==> config.mk <==
export PLATFORM = sky130hd
export DESIGN_NAME = mem_port_arbiter
export DESIGN_NICKNAME = d
export VERILOG_FILES = /design/src/rtl/mem_port_arbiter.sv
export SDC_FILE = /design/constraint.sdc
export NUM_CORES = 1
export LEC_CHECK = 0
export CORE_ASPECT_RATIO = 1.5
export CORE_MARGIN = 5
export CORE_UTILIZATION = 38
export DETAILED_ROUTE_END_ITERATION = 8
export PLACE_DENSITY = 0.75
export SYNTH_ARGS = -nofsm -noshare
export SYNTH_HDL_FRONTEND = slang
export SYNTH_SLANG_ARGS = --single-unit
export TNS_END_PERCENT = 50
==> constraint.sdc <==
create_clock -name clk -period 1.5 [get_ports clk]
set_clock_uncertainty 0.15 [all_clocks]
set_input_delay 0.3 -clock clk [delete_from_list [all_inputs] [get_ports clk]]
set_output_delay 0.3 -clock clk [all_outputs]
set_load 0.05 [all_outputs]
==> src/rtl/mem_port_arbiter.sv <==
`default_nettype none
// ============================================================================
// Module   : mem_port_arbiter
// Purpose  : Shares a single RAM read/write port pair between two requesters
//            (port 0 = execution unit, port 1 = debug/program loader) using a
//            per-port req/gnt handshake with round-robin resolution when both
//            ask at once. One access is in flight at a time.
// Ports    : clk, reset            - clock, synchronous active-high reset
//            reqN/weN/addrN/wdataN - requester command, held until gntN
//            gntN                  - 1-cycle pulse, command is on the RAM port
//            rvalidN, rdata        - read result pulse per port, shared data
//            busy                  - high while an access is in progress
//            mem_rd_*/mem_wr_*     - RAM port (read data 1 cycle after rd_en)
// Revision : 1.0 - initial release
// ============================================================================
module mem_port_arbiter #(
  parameter int ADDR_BITS = 8,
  parameter int DATA_BITS = 8
) (
  input  logic                 clk,
  input  logic                 reset,
  input  logic                 req0,
  input  logic                 req1,
  input  logic                 we0,
  input  logic                 we1,
  input  logic [ADDR_BITS-1:0] addr0,
  input  logic [ADDR_BITS-1:0] addr1,
  input  logic [DATA_BITS-1:0] wdata0,
  input  logic [DATA_BITS-1:0] wdata1,
  output logic                 gnt0,
  output logic                 gnt1,
  output logic                 rvalid0,
  output logic                 rvalid1,
  output logic [DATA_BITS-1:0] rdata,
  output logic                 busy,
  output logic                 mem_rd_en,
  output logic [ADDR_BITS-1:0] mem_rd_addr,
  input  logic [DATA_BITS-1:0] mem_rd_data,
  output logic                 mem_wr_en,
  output logic [ADDR_BITS-1:0] mem_wr_addr,
  output logic [DATA_BITS-1:0] mem_wr_data
);

  typedef enum logic [1:0] {
    IDLE = 2'd0,
    CMD  = 2'd1,
    RESP = 2'd2
  } state_t;

  state_t r_state;
  state_t w_state;

  logic r_owner;
  logic w_owner;
  logic r_last_owner;
  logic w_last_owner;
  logic r_we;
  logic w_we;

  // Next values of the registered outputs. Every output is a flop, so the
  // command pulse is computed one cycle early (while IDLE samples the
  // request) and appears on the pins during CMD.
  logic                 w_gnt0;
  logic                 w_gnt1;
  logic                 w_rvalid0;
  logic                 w_rvalid1;
  logic                 w_busy;
  logic                 w_rd_en;
  logic                 w_wr_en;
  logic [DATA_BITS-1:0] w_rdata;
  logic [ADDR_BITS-1:0] w_rd_addr;
  logic [ADDR_BITS-1:0] w_wr_addr;
  logic [DATA_BITS-1:0] w_wr_data;

  // Request selection. A lone requester always wins; on contention the port
  // that did not win the previous contention gets the access.
  logic                 w_winner;
  logic                 w_sel_we;
  logic [ADDR_BITS-1:0] w_sel_addr;
  logic [DATA_BITS-1:0] w_sel_wdata;

  assign w_winner    = (req0 && req1) ? ~r_last_owner : req1;
  assign w_sel_we    = w_winner ? we1    : we0;
  assign w_sel_addr  = w_winner ? addr1  : addr0;
  assign w_sel_wdata = w_winner ? wdata1 : wdata0;

  always_comb begin
    w_state      = r_state;
    w_owner      = r_owner;
    w_last_owner = r_last_owner;
    w_we         = r_we;
    w_gnt0       = 1'b0;
    w_gnt1       = 1'b0;
    w_rvalid0    = 1'b0;
    w_rvalid1    = 1'b0;
    w_busy       = 1'b0;
    w_rd_en      = 1'b0;
    w_wr_en      = 1'b0;
    w_rdata      = rdata;
    w_rd_addr    = mem_rd_addr;
    w_wr_addr    = mem_wr_addr;
    w_wr_data    = mem_wr_data;

    case (r_state)
      IDLE: begin
        if (req0 || req1) begin
          w_state = CMD;
          w_owner = w_winner;
          w_we    = w_sel_we;
          w_busy  = 1'b1;
          w_gnt0  = ~w_winner;
          w_gnt1  = w_winner;
          if (req0 && req1) begin
            w_last_owner = w_winner;
          end
          if (w_sel_we) begin
            w_wr_en   = 1'b1;
            w_wr_addr = w_sel_addr;
            w_wr_data = w_sel_wdata;
          end else begin
            w_rd_en   = 1'b1;
            w_rd_addr = w_sel_addr;
          end
        end
      end

      // The command is on the RAM port during this cycle; a write is done
      // once the edge ends it, a read still has to collect its data.
      CMD: begin
        w_state = r_we ? IDLE : RESP;
        w_busy  = ~r_we;
      end

      // RAM read data is valid in this cycle; capture it and flag the owner.
      RESP: begin
        w_state   = IDLE;
        w_rdata   = mem_rd_data;
        w_rvalid0 = ~r_owner;
        w_rvalid1 = r_owner;
      end

      default: begin
        w_state = IDLE;
      end
    endcase
  end

  always_ff @(posedge clk) begin
    if (reset) begin
      r_state      <= IDLE;
      r_owner      <= 1'b0;
      r_last_owner <= 1'b1;
      r_we         <= 1'b0;
      gnt0         <= 1'b0;
      gnt1         <= 1'b0;
      rvalid0      <= 1'b0;
      rvalid1      <= 1'b0;
      busy         <= 1'b0;
      rdata        <= '0;
      mem_rd_en    <= 1'b0;
      mem_rd_addr  <= '0;
      mem_wr_en    <= 1'b0;
      mem_wr_addr  <= '0;
      mem_wr_data  <= '0;
    end else begin
      r_state      <= w_state;
      r_owner      <= w_owner;
      r_last_owner <= w_last_owner;
      r_we         <= w_we;
      gnt0         <= w_gnt0;
      gnt1         <= w_gnt1;
      rvalid0      <= w_rvalid0;
      rvalid1      <= w_rvalid1;
      busy         <= w_busy;
      rdata        <= w_rdata;
      mem_rd_en    <= w_rd_en;
      mem_rd_addr  <= w_rd_addr;
      mem_wr_en    <= w_wr_en;
      mem_wr_addr  <= w_wr_addr;
      mem_wr_data  <= w_wr_data;
    end
  end

endmodule
`default_nettype wire

==> out/summary.txt, run 1 <==
Crit path required time - 1.54 ns
clk slew on worst S/H paths - 0.09 ns
main flop type after synthesis - dfxtp_1
die height - 100 um
initial core utilization - 0.395
synth unique cells - 36
Finish-stage setup viols - 24
Highest Clock Rate - 0.623 GHz
number of port buffers - 84
first-pass GRT wire length - 10300 um
Worst EP arrival - 1.64 ns
r2r setup slk - -0.10 ns
Final TNS setup - -1.62 ns
peak supply drop - 740 uV
Fin Hold WS - 0.167 ns
top-count cell post-synth - dfxtp_1
run status - finished with violations
Post-synth top cells - 44 x dfxtp_1, 21 x a21oi_1, 19 x nor3_1
top post-synthesis cells by area - dfxtp_1 43%, nand3b_1 5.8%, a211oi_2 5.5%, a21oi_1 5.1%, or3_1 4.9%
drt first pass iters - 4
EDFF count, synth - 0
Syn-to-layout area delta - 89.6%
largest area contributor in the netlist - dfxtp_1
failing checks - setup timing
Slew Limit Headroom - 0.764
DR vias - 2130
Slew @ Worst Pin - 0.355 ns
Routed Antenna Nets - 0
Cell Count, Final, Fillers Out - 403
Core Area - 5200 sq um
final number of max-transition violations - 0
Synth Instances - 228
Mapped Nets - 274
Yosys warnings - 0
number of global-route vias before repair - 2192
FF+latch count, synth - 44
DPL Wire Length - 4450 um
H-tree lvl count - 2
CP endpoint kind - flip-flop
crit path time final - 1.61 ns
Seq/Total Area, Yosys - 0.429
row count - 32
GPL Wtd Cong - 0.776
max_cap viols - 0
leak pwr - 1.47 nW
Die X - 70.0 um
Startpoint Class - input port
root buf cell - clkbuf_8
clock sink count - 44
Setup CP Type - input port to flip-flop
Tot Pwr - 3.74 mW
final wirelength - 6890 um
total CTS buffers - 5
NumNets Final - 380
die area - 7010 sq um
share of cells above drive strength 1 - 0.415
Mean Syn Cell Area - 9.01 sq um
Via-to-Cell Ratio - 5.29
placed instance area - 3530 sq um
ys async rst share - 0
final period utilization - 1.07
worst min path class - input port to flip-flop
Iter 0 DRT Violations - 69
PwrDens - 961 nW/um^2
ANT cells - 0
RSZ-0062 raised after global routing - true
Total GRT Usage - 0.182
# DRC - 0
initial antenna violation count - 0
setup ws final - -0.105 ns
Mapped Area - 2050 sq um
Design Area, Final - 3900 sq um
top-area cell type share of the netlist area - 0.429
pin count of the biggest net entering global routing - 21
wire per inst - 17.1 um
Top Ports - 85
TritonCTS clock tree - yes
clock latency on the worst-skew pair - 0.30 ns
clk buf depth - 2
Hold Fails Final Rpt - 0
Critical Path Fanout Max - 12
placed insts - 390
GRT overflow - 0
## per-layer routing
layer / routed length [um] / global-route usage / vias up / share of wire
met5: 0 / 0 / - / 0
met4: 191 / 0.0988 / 0 / 0.028
met3: 308 / 0.0381 / 19 / 0.045
met2: 3580 / 0.323 / 83 / 0.52
met1: 2810 / 0.203 / 1019 / 0.41
li1: - / - / 1009 / -
## kinds of logic (layout without fill, tap and decap cells)
kind of cell | count (synthesis) | in the layout | share of synthesized area
XOR/XNOR | 1 | 1 | 0.00426
buffers and inverters | 35 | 142 | 0.0859
AND/OR/NAND/NOR | 91 | 91 | 0.256
flip-flops | 44 | 44 | 0.429
multiplexers | 1 | 1 | 0.00487
AO/OA/AOI/OAI | 56 | 56 | 0.220
## report_power, final
group | internal [mW] | switching, mW
sequential | 1.29 | 0.123
clock | 0.331 | 0.426
combinational | 0.807 | 0.770
## through the flow
step | util | setup slack (ns)
detailed placement | 0.677 | -0.547
global placement | 0.677 | -0.518
global route | 0.749 | -0.127
finish | 0.749 | -0.105
CTS | 0.724 | -0.0645
floorplan | - | 0.0146
## final cells by class
class	count	area, sq um
clock buffer	5	68.8
clock inverter	3	21.3
fill	330	1310
inverter	17	63.8
multi-input combinational	149	1170
sequential	44	882
tap	68	85.1
timing repair buffer	117	1610
## state kept, by name, indices dropped and copies added (netlist names), 2 cells and up
register / count
mem_rd_addr: 8
mem_wr_addr: 8
mem_wr_data: 8
rdata: 8
r_state: 2
## worst paths after layout
kind | endpoint | depth (start not counted) | from
min reg2reg | r_state[1]$_SDFFE_PP0P_ | 1 | r_we$_SDFFE_PP0P_
max reg2reg | mem_wr_addr[7]$_SDFFE_PP0P_ | 5 | r_last_owner$_SDFFE_PP1P_
max | mem_wr_addr[7]$_SDFFE_PP0P_ | 6 | we1
min | mem_wr_data[0]$_SDFFE_PP0P_ | 2 | reset
## repair_timing
action,in CTS,in global routing
endpoints found under the setup margin,29,27
gates cloned,3,0
hold buffers,0,0
gates resized for setup,22,27
pin swaps,20,19
setup buffers,2,0
## cells in the final DEF, fill, tap and decap left out, types with 2 or more instances in the layout
cell | Yosys | final
buf_4 | 0 | 21
inv_1 | 17 | 16
buf_12 | 0 | 44
dlygate4sd2_1 | 0 | 2
buf_6 | 5 | 4
nor2_2 | 0 | 3
nand2_1 | 17 | 17
or3_1 | 16 | 7
nand3b_1 | 16 | 16
or3_4 | 0 | 9
a21oi_2 | 4 | 16
buf_16 | 0 | 3
a21oi_1 | 21 | 9
nor2_1 | 11 | 6
nand2b_1 | 3 | 2
nor2_4 | 0 | 2
a211oi_1 | 7 | 2
nor3_2 | 0 | 2
a211oi_2 | 9 | 14
dfxtp_1 | 44 | 43
o22a_1 | 8 | 8
nor3_1 | 19 | 17
clkdlybuf4s50_1 | 0 | 42
clkbuf_8 | 0 | 5
## critical path, stage by stage
cell and delay (ns):
clkdlybuf4s50_1 0.47, inv_2 0.09, buf_12 0.16, or3_4 0.39
a21oi_2 0.18, a211oi_2 0.05
No activity file was read; power rests on OpenSTA's default activity.
==> run 2, diff against run 1 <==
==> constraint.sdc (replaced) <==
create_clock -name clk -period 1.4 [get_ports clk]
set_clock_uncertainty 0.15 [all_clocks]
set_input_delay 0.28 -clock clk [delete_from_list [all_inputs] [get_ports clk]]
set_output_delay 0.28 -clock clk [all_outputs]
set_load 0.05 [all_outputs]
==> out/summary.txt, run 2 (synthesis gave the netlist of run 1 again) <==
run status - finished with violations
failing checks - setup timing
worst min path class - input port to flip-flop
GRT overflow - 0 (unchanged)
Hold Fails Final Rpt - 0 (unchanged)
die area - 7010 sq um (unchanged)
Slew Limit Headroom - 0.745 (-0.0189)
Crit path required time - 1.43 ns (-0.11 ns)
pin count of the biggest net entering global routing - 22 (+4.8%)
Highest Clock Rate - 0.638 GHz
Startpoint Class - flip-flop
r2r setup slk - -0.17 ns (-0.07 ns)
TritonCTS clock tree - yes
GPL Wtd Cong - 0.787 (+1.4%)
max_cap viols - 0 (unchanged)
Bufs and invs on worst path - 1 (-2)
Total GRT Usage - 0.174 (-0.00868)
placed instance area - 3530 sq um (+0.21%)
row count - 32 (unchanged)
share of cells above drive strength 1 - 0.391 (-0.0239)
worst setup path start - r_last_owner$_SDFFE_PP1P_
CP endpoint kind - flip-flop
Syn-to-layout area delta - 86.8%
DPL Wire Length - 4720 um (+6.0%)
most frequent cells in the layout - 44 x buf_12, 43 x dfxtp_1, 41 x clkdlybuf4s50_1
reg-to-reg startpoint - r_last_owner$_SDFFE_PP1P_
Core Area - 5200 sq um (unchanged)
ANT cells - 0 (unchanged)
Slew @ Worst Pin - 0.378 ns (+0.0231 ns)
clock sink count - 44 (unchanged)
# DRC - 0 (unchanged)
DR vias - 2073 (-2.7%)
final number of max-transition violations - 0 (unchanged)
die height - 100 um (unchanged)
NumNets Final - 380 (unchanged)
Final TNS setup - -2.55 ns (-0.929 ns)
final period utilization - 1.12
Tot Pwr - 4.15 mW (+11%)
Setup CP Type - flip-flop to flip-flop
PwrDens - 1080 nW/um^2 (+12%)
Die X - 70.0 um (unchanged)
most common cell after layout, fill and taps aside - buf_12
peak supply drop - 662 uV (-11%)
Via-to-Cell Ratio - 5.14 (-2.7%)
first-pass GRT wire length - 9880 um (-4.2%)
Cell Count, Final, Fillers Out - 403 (unchanged)
H-tree lvl count - 2 (unchanged)
Crit path max-delay family - compound AO/OA/AOI/OAI gates
Worst EP arrival - 1.59 ns (-0.05 ns)
cts hold-fix bufs - 0 (unchanged)
crit path time final - 1.57 ns
Routed Antenna Nets - 0 (unchanged)
hold path startpoint - reset
initial core utilization - 0.395 (unchanged)
crit-path cells - a21bo_4, buf_12, or3_4, a21oi_2, a211oi_2
Iter 0 DRT Violations - 78 (+13%)
Design Area, Final - 3840 sq um (-1.5%)
Slowest cell on crit path - dfxtp_2
root buf cell - clkbuf_8
placed insts - 392 (+0.51%)
clk slew on worst S/H paths - 0.08 ns (about the same)
Finish-stage setup viols - 26 (+8.3%)
wire per inst - 15.7 um (-8.0%)
number of port buffers - 84 (unchanged)
clk buf depth - 2 (unchanged)
RSZ-0062 raised after global routing - true
number of global-route vias before repair - 2088 (-4.7%)
initial antenna violation count - 0 (unchanged)
clock latency on the worst-skew pair - 0.29 ns (about the same)
setup ws final - -0.168 ns (-0.0630 ns)
Top Ports - 85 (unchanged)
Critical Path Fanout Max - 13 (+1)
fin util - 0.738 (-0.0111)
slowest stage delay, CP - 0.33 ns (-0.14 ns)
final wirelength - 6350 um (-8.0%)
total CTS buffers - 5 (unchanged)
leak pwr - 1.47 nW (-0.50%)
drt first pass iters - 4 (unchanged)
-- run 2: changes by cell type in the layout (fill, tap and decap cells not counted), moves of 3 or more --
cell / change
or3_4: -4
a211oi_2: -5
or3_1: +4
a211oi_1: +5
buf_16: -3
-- run 2: metal layers --
| layer | vias up | GRT usage | share of wire |
|---|---|---|---|
| met4 | 0 | 0.0841 | 0.028 |
| met2 | 72 | 0.340 | 0.57 |
| met5 | - | 0 | 0 |
| met3 | 12 | 0.0240 | 0.045 |
| li1 | 1010 | - | - |
| met1 | 979 | 0.177 | 0.35 |
-- run 2: stage by stage --
stage,hold WS (ns),setup WS (ns)
global route,0.157,-0.242
CTS,0.137,-0.150
detailed placement,0.289,-0.669
global placement,0.279,-0.629
floorplan,0.256,-0.0823
finish,0.149,-0.168
-- run 2: repair_timing --
action / in CTS / in global routing
endpoints found under the setup margin: 32 / 28
gates resized for setup: 23 / 17
endpoints found under the hold margin: 0 / 0
pin swaps: 3 / 6
setup buffers: 1 / 1
cloned: 0 / 1
-- run 2: worst paths after layout --
check        depth (start not counted)                          end
max                                  5  mem_wr_addr[2]$_SDFFE_PP0P_
min reg2reg                          1      r_state[1]$_SDFFE_PP0P_
max reg2reg                          5  mem_wr_addr[2]$_SDFFE_PP0P_
min                                  2    r_last_owner$_SDFFE_PP1P_
-- run 2: layout make-up --
cell class,count,area (sq um)
flip-flops and latches,44,882
clock inverters,2,38.8
fillers,369,1370
repair buffers,117,1570
well taps,68,85.1
clock buffers,6,82.6
multi-input cells,149,1120
inverters,17,66.3
-- run 2: report_power, final --
part           total, mW  switching [mW]  internal (mW)  leakage [nW]
Sequential          1.51           0.129           1.38         0.362
Clock               1.01           0.430          0.583        0.0614
Combinational       1.63           0.791          0.836          1.04
-- run 2: worst reg2reg max path: cells and delay by family (launching register included) --
family,cells,cell delay (ns)
buffers and inverters,1,0.15
flip-flops,1,0.33
AND/OR/NAND/NOR,1,0.33
AO/OA/AOI/OAI,3,0.48
==> run 3, diff against run 2 <==
--- a/config.mk
+++ b/config.mk
@@ -5,11 +5,13 @@
 export SDC_FILE = /design/constraint.sdc
 export NUM_CORES = 1
 export LEC_CHECK = 0
+export CAP_MARGIN = 40
 export CORE_ASPECT_RATIO = 1.5
 export CORE_MARGIN = 5
 export CORE_UTILIZATION = 38
 export DETAILED_ROUTE_END_ITERATION = 8
 export PLACE_DENSITY = 0.75
+export SKIP_CTS_REPAIR_TIMING = 1
 export SYNTH_ARGS = -nofsm -noshare
 export SYNTH_HDL_FRONTEND = slang
 export SYNTH_SLANG_ARGS = --single-unit
==> out/summary.txt, run 3 (synthesis gave the netlist of run 1 again) <==
run status - finished with violations
failing checks - setup timing
pin count of the biggest net entering global routing - 22 (unchanged)
H-tree lvl count - 2 (unchanged)
root buf cell - clkbuf_8
Finish-stage setup viols - 25 (-3.8%)
worst min path class - input port to flip-flop
Slew Limit Headroom - 0.755 (+0.00989)
clk slew on worst S/H paths - 0.08 ns (about the same)
total CTS buffers - 5 (unchanged)
Place WS - -0.669 ns (unchanged)
share of cells above drive strength 1 - 0.397 (+0.00597)
clock latency on the worst-skew pair - 0.29 ns (about the same)
r2r endpoint - mem_wr_data[1]$_SDFFE_PP0P_
R2R cell count - 5 (unchanged)
die height - 100 um (unchanged)
setup ws final - -0.206 ns (-0.0380 ns)
reg-to-reg startpoint - r_last_owner$_SDFFE_PP1P_
Design Area, Final - 3860 sq um (+0.55%)
final period utilization - 1.15 (+0.0271)
NumNets Final - 380 (unchanged)
Die X - 70.0 um (unchanged)
Setup CP Type - flip-flop to flip-flop
Total GRT Usage - 0.168 (-0.00542)
Critical Path Fanout Max - 8 (-5)
final wirelength - 6420 um (+1.2%)
initial antenna violation count - 0 (unchanged)
DPL Wire Length - 4720 um (unchanged)
PwrDens - 1070 nW/um^2 (-0.59%)
Worst EP arrival - 1.65 ns (+0.06 ns)
fin util - 0.742 (+0.00409)
crit-path cells - a21bo_4, and2_4, o21bai_4, clkbuf_16, a211oi_1
die area - 7010 sq um (unchanged)
Syn-to-layout area delta - 87.9%
Highest Clock Rate - 0.623 GHz (-2.4%)
placed insts - 392 (unchanged)
ANT cells - 0 (unchanged)
wire per inst - 15.9 um (+1.2%)
TritonCTS clock tree - yes
clk buf depth - 2 (unchanged)
final number of max-transition violations - 0 (unchanged)
Top Ports - 85 (unchanged)
Slowest cell on crit path - dfxtp_2
number of global-route vias before repair - 2067 (-1.0%)
r2r setup slk - -0.21 ns (-0.04 ns)
Cell Count, Final, Fillers Out - 403 (unchanged)
RSZ-0062 raised after global routing - true
most frequent cells in the layout - 43 x dfxtp_1, 43 x buf_12, 41 x clkdlybuf4s50_1
GPL Wtd Cong - 0.787 (unchanged)
slowest stage delay, CP - 0.35 ns (+0.02 ns)
crit path time final - 1.61 ns (+0.0380 ns)
leak pwr - 1.49 nW (+1.9%)
Crit path required time - 1.44 ns (about the same)
Slew @ Worst Pin - 0.363 ns (-0.0146 ns)
row count - 32 (unchanged)
DR vias - 2088 (+0.72%)
Crit path max-delay family - compound AO/OA/AOI/OAI gates
max_cap viols - 0 (unchanged)
number of port buffers - 84 (unchanged)
CP endpoint kind - flip-flop
peak supply drop - 661 uV (about the same)
Startpoint Class - flip-flop
# DRC - 0 (unchanged)
GRT overflow - 0 (unchanged)
drt first pass iters - 4 (unchanged)
first-pass GRT wire length - 9600 um (-2.8%)
initial core utilization - 0.395 (unchanged)
Hold Fails Final Rpt - 0 (unchanged)
Iter 0 DRT Violations - 53 (-32%)
Core Area - 5200 sq um (unchanged)
Via-to-Cell Ratio - 5.18 (+0.72%)
Hold Path Sink - r_last_owner$_SDFFE_PP1P_
fillcell total - 365 (-1.1%)
Hold Path Depth - 2 (unchanged)
hold path startpoint - reset
Bufs and invs on worst path - 1 (unchanged)
Routed Antenna Nets - 0 (unchanged)
clock sink count - 44 (unchanged)
placed instance area - 3530 sq um (unchanged)
run 3: cell count changes in the layout (fill, tap and decap cells not counted), sizes merged:
| cell | previous run | this run |
|---|---|---|
| clkbuf | 7 | 8 |
| dlymetal6s2s | 0 | 3 |
| buf | 72 | 71 |
| dlygate4sd2 | 3 | 0 |
run 3: how the worst max path moves through the flow:
stage                                    startpoint                          end  slack, ns  cells after the start
final                     r_last_owner$_SDFFE_PP1P_  mem_wr_data[1]$_SDFFE_PP0P_      -0.21                      5
after global routing      r_last_owner$_SDFFE_PP1P_  mem_wr_data[1]$_SDFFE_PP0P_      -0.29                      5
after CTS                                      req0         r_owner$_SDFFE_PP0P_      -0.35                      6
after detailed placement                       req0  mem_wr_data[4]$_SDFFE_PP0P_      -0.67                      6
after global placement                         req0         r_owner$_SDFFE_PP0P_      -0.63                      6
after floorplan           r_last_owner$_SDFFE_PP1P_  mem_wr_addr[6]$_SDFFE_PP0P_      -0.08                      5
run 3: worst register-to-register path, cell delays in order, from the launching register on:
cell       delay [ns]
dfxtp_2          0.35
a21bo_4          0.22
and2_4           0.22
o21bai_4         0.09
clkbuf_16        0.18
a211oi_1         0.29
run 3: layout make-up:
type                            instances  area [sq um]  share of cell area
Tap cell                               68          85.1              0.0220
Clock inverter                          2          38.8              0.0100
Sequential cell                        44           882               0.229
Clock buffer                            6          82.6              0.0214
Multi-Input combinational cell        149          1120               0.291
Timing Repair Buffer                  117          1580               0.410
Inverter                               17          66.3              0.0172
run 3: power breakdown:
| part | total, mW | internal [mW] | switching (mW) |
|---|---|---|---|
| sequential | 1.51 | 1.38 | 0.130 |
| clock | 1.00 | 0.583 | 0.420 |
| combinational | 1.63 | 0.840 | 0.794 |
| total | 4.15 | 2.80 | 1.34 |
run 3: per-stage QoR:
stage / hold slack [ns] / power, mW / TNS [ns]
floorplan: 0.256 / 2.25 / -1.12
global placement: 0.279 / 3.06 / -17.50
detailed placement: 0.289 / 3.08 / -18.48
CTS: 0.126 / 4.08 / -8.26
global route: 0.160 / 4.31 / -4.37
finish: 0.147 / 4.15 / -2.91
run 3: layer usage:
layer  vias to the layer above  routed length (um)  GRT usage  share of wire
li1                       1007                   -          -              -
met1                       993                2320      0.171           0.36
met2                        68                3640      0.331           0.57
met3                        20                 211     0.0240          0.033
met4                         0                 245     0.0782          0.038
met5                         -                   0          0              0
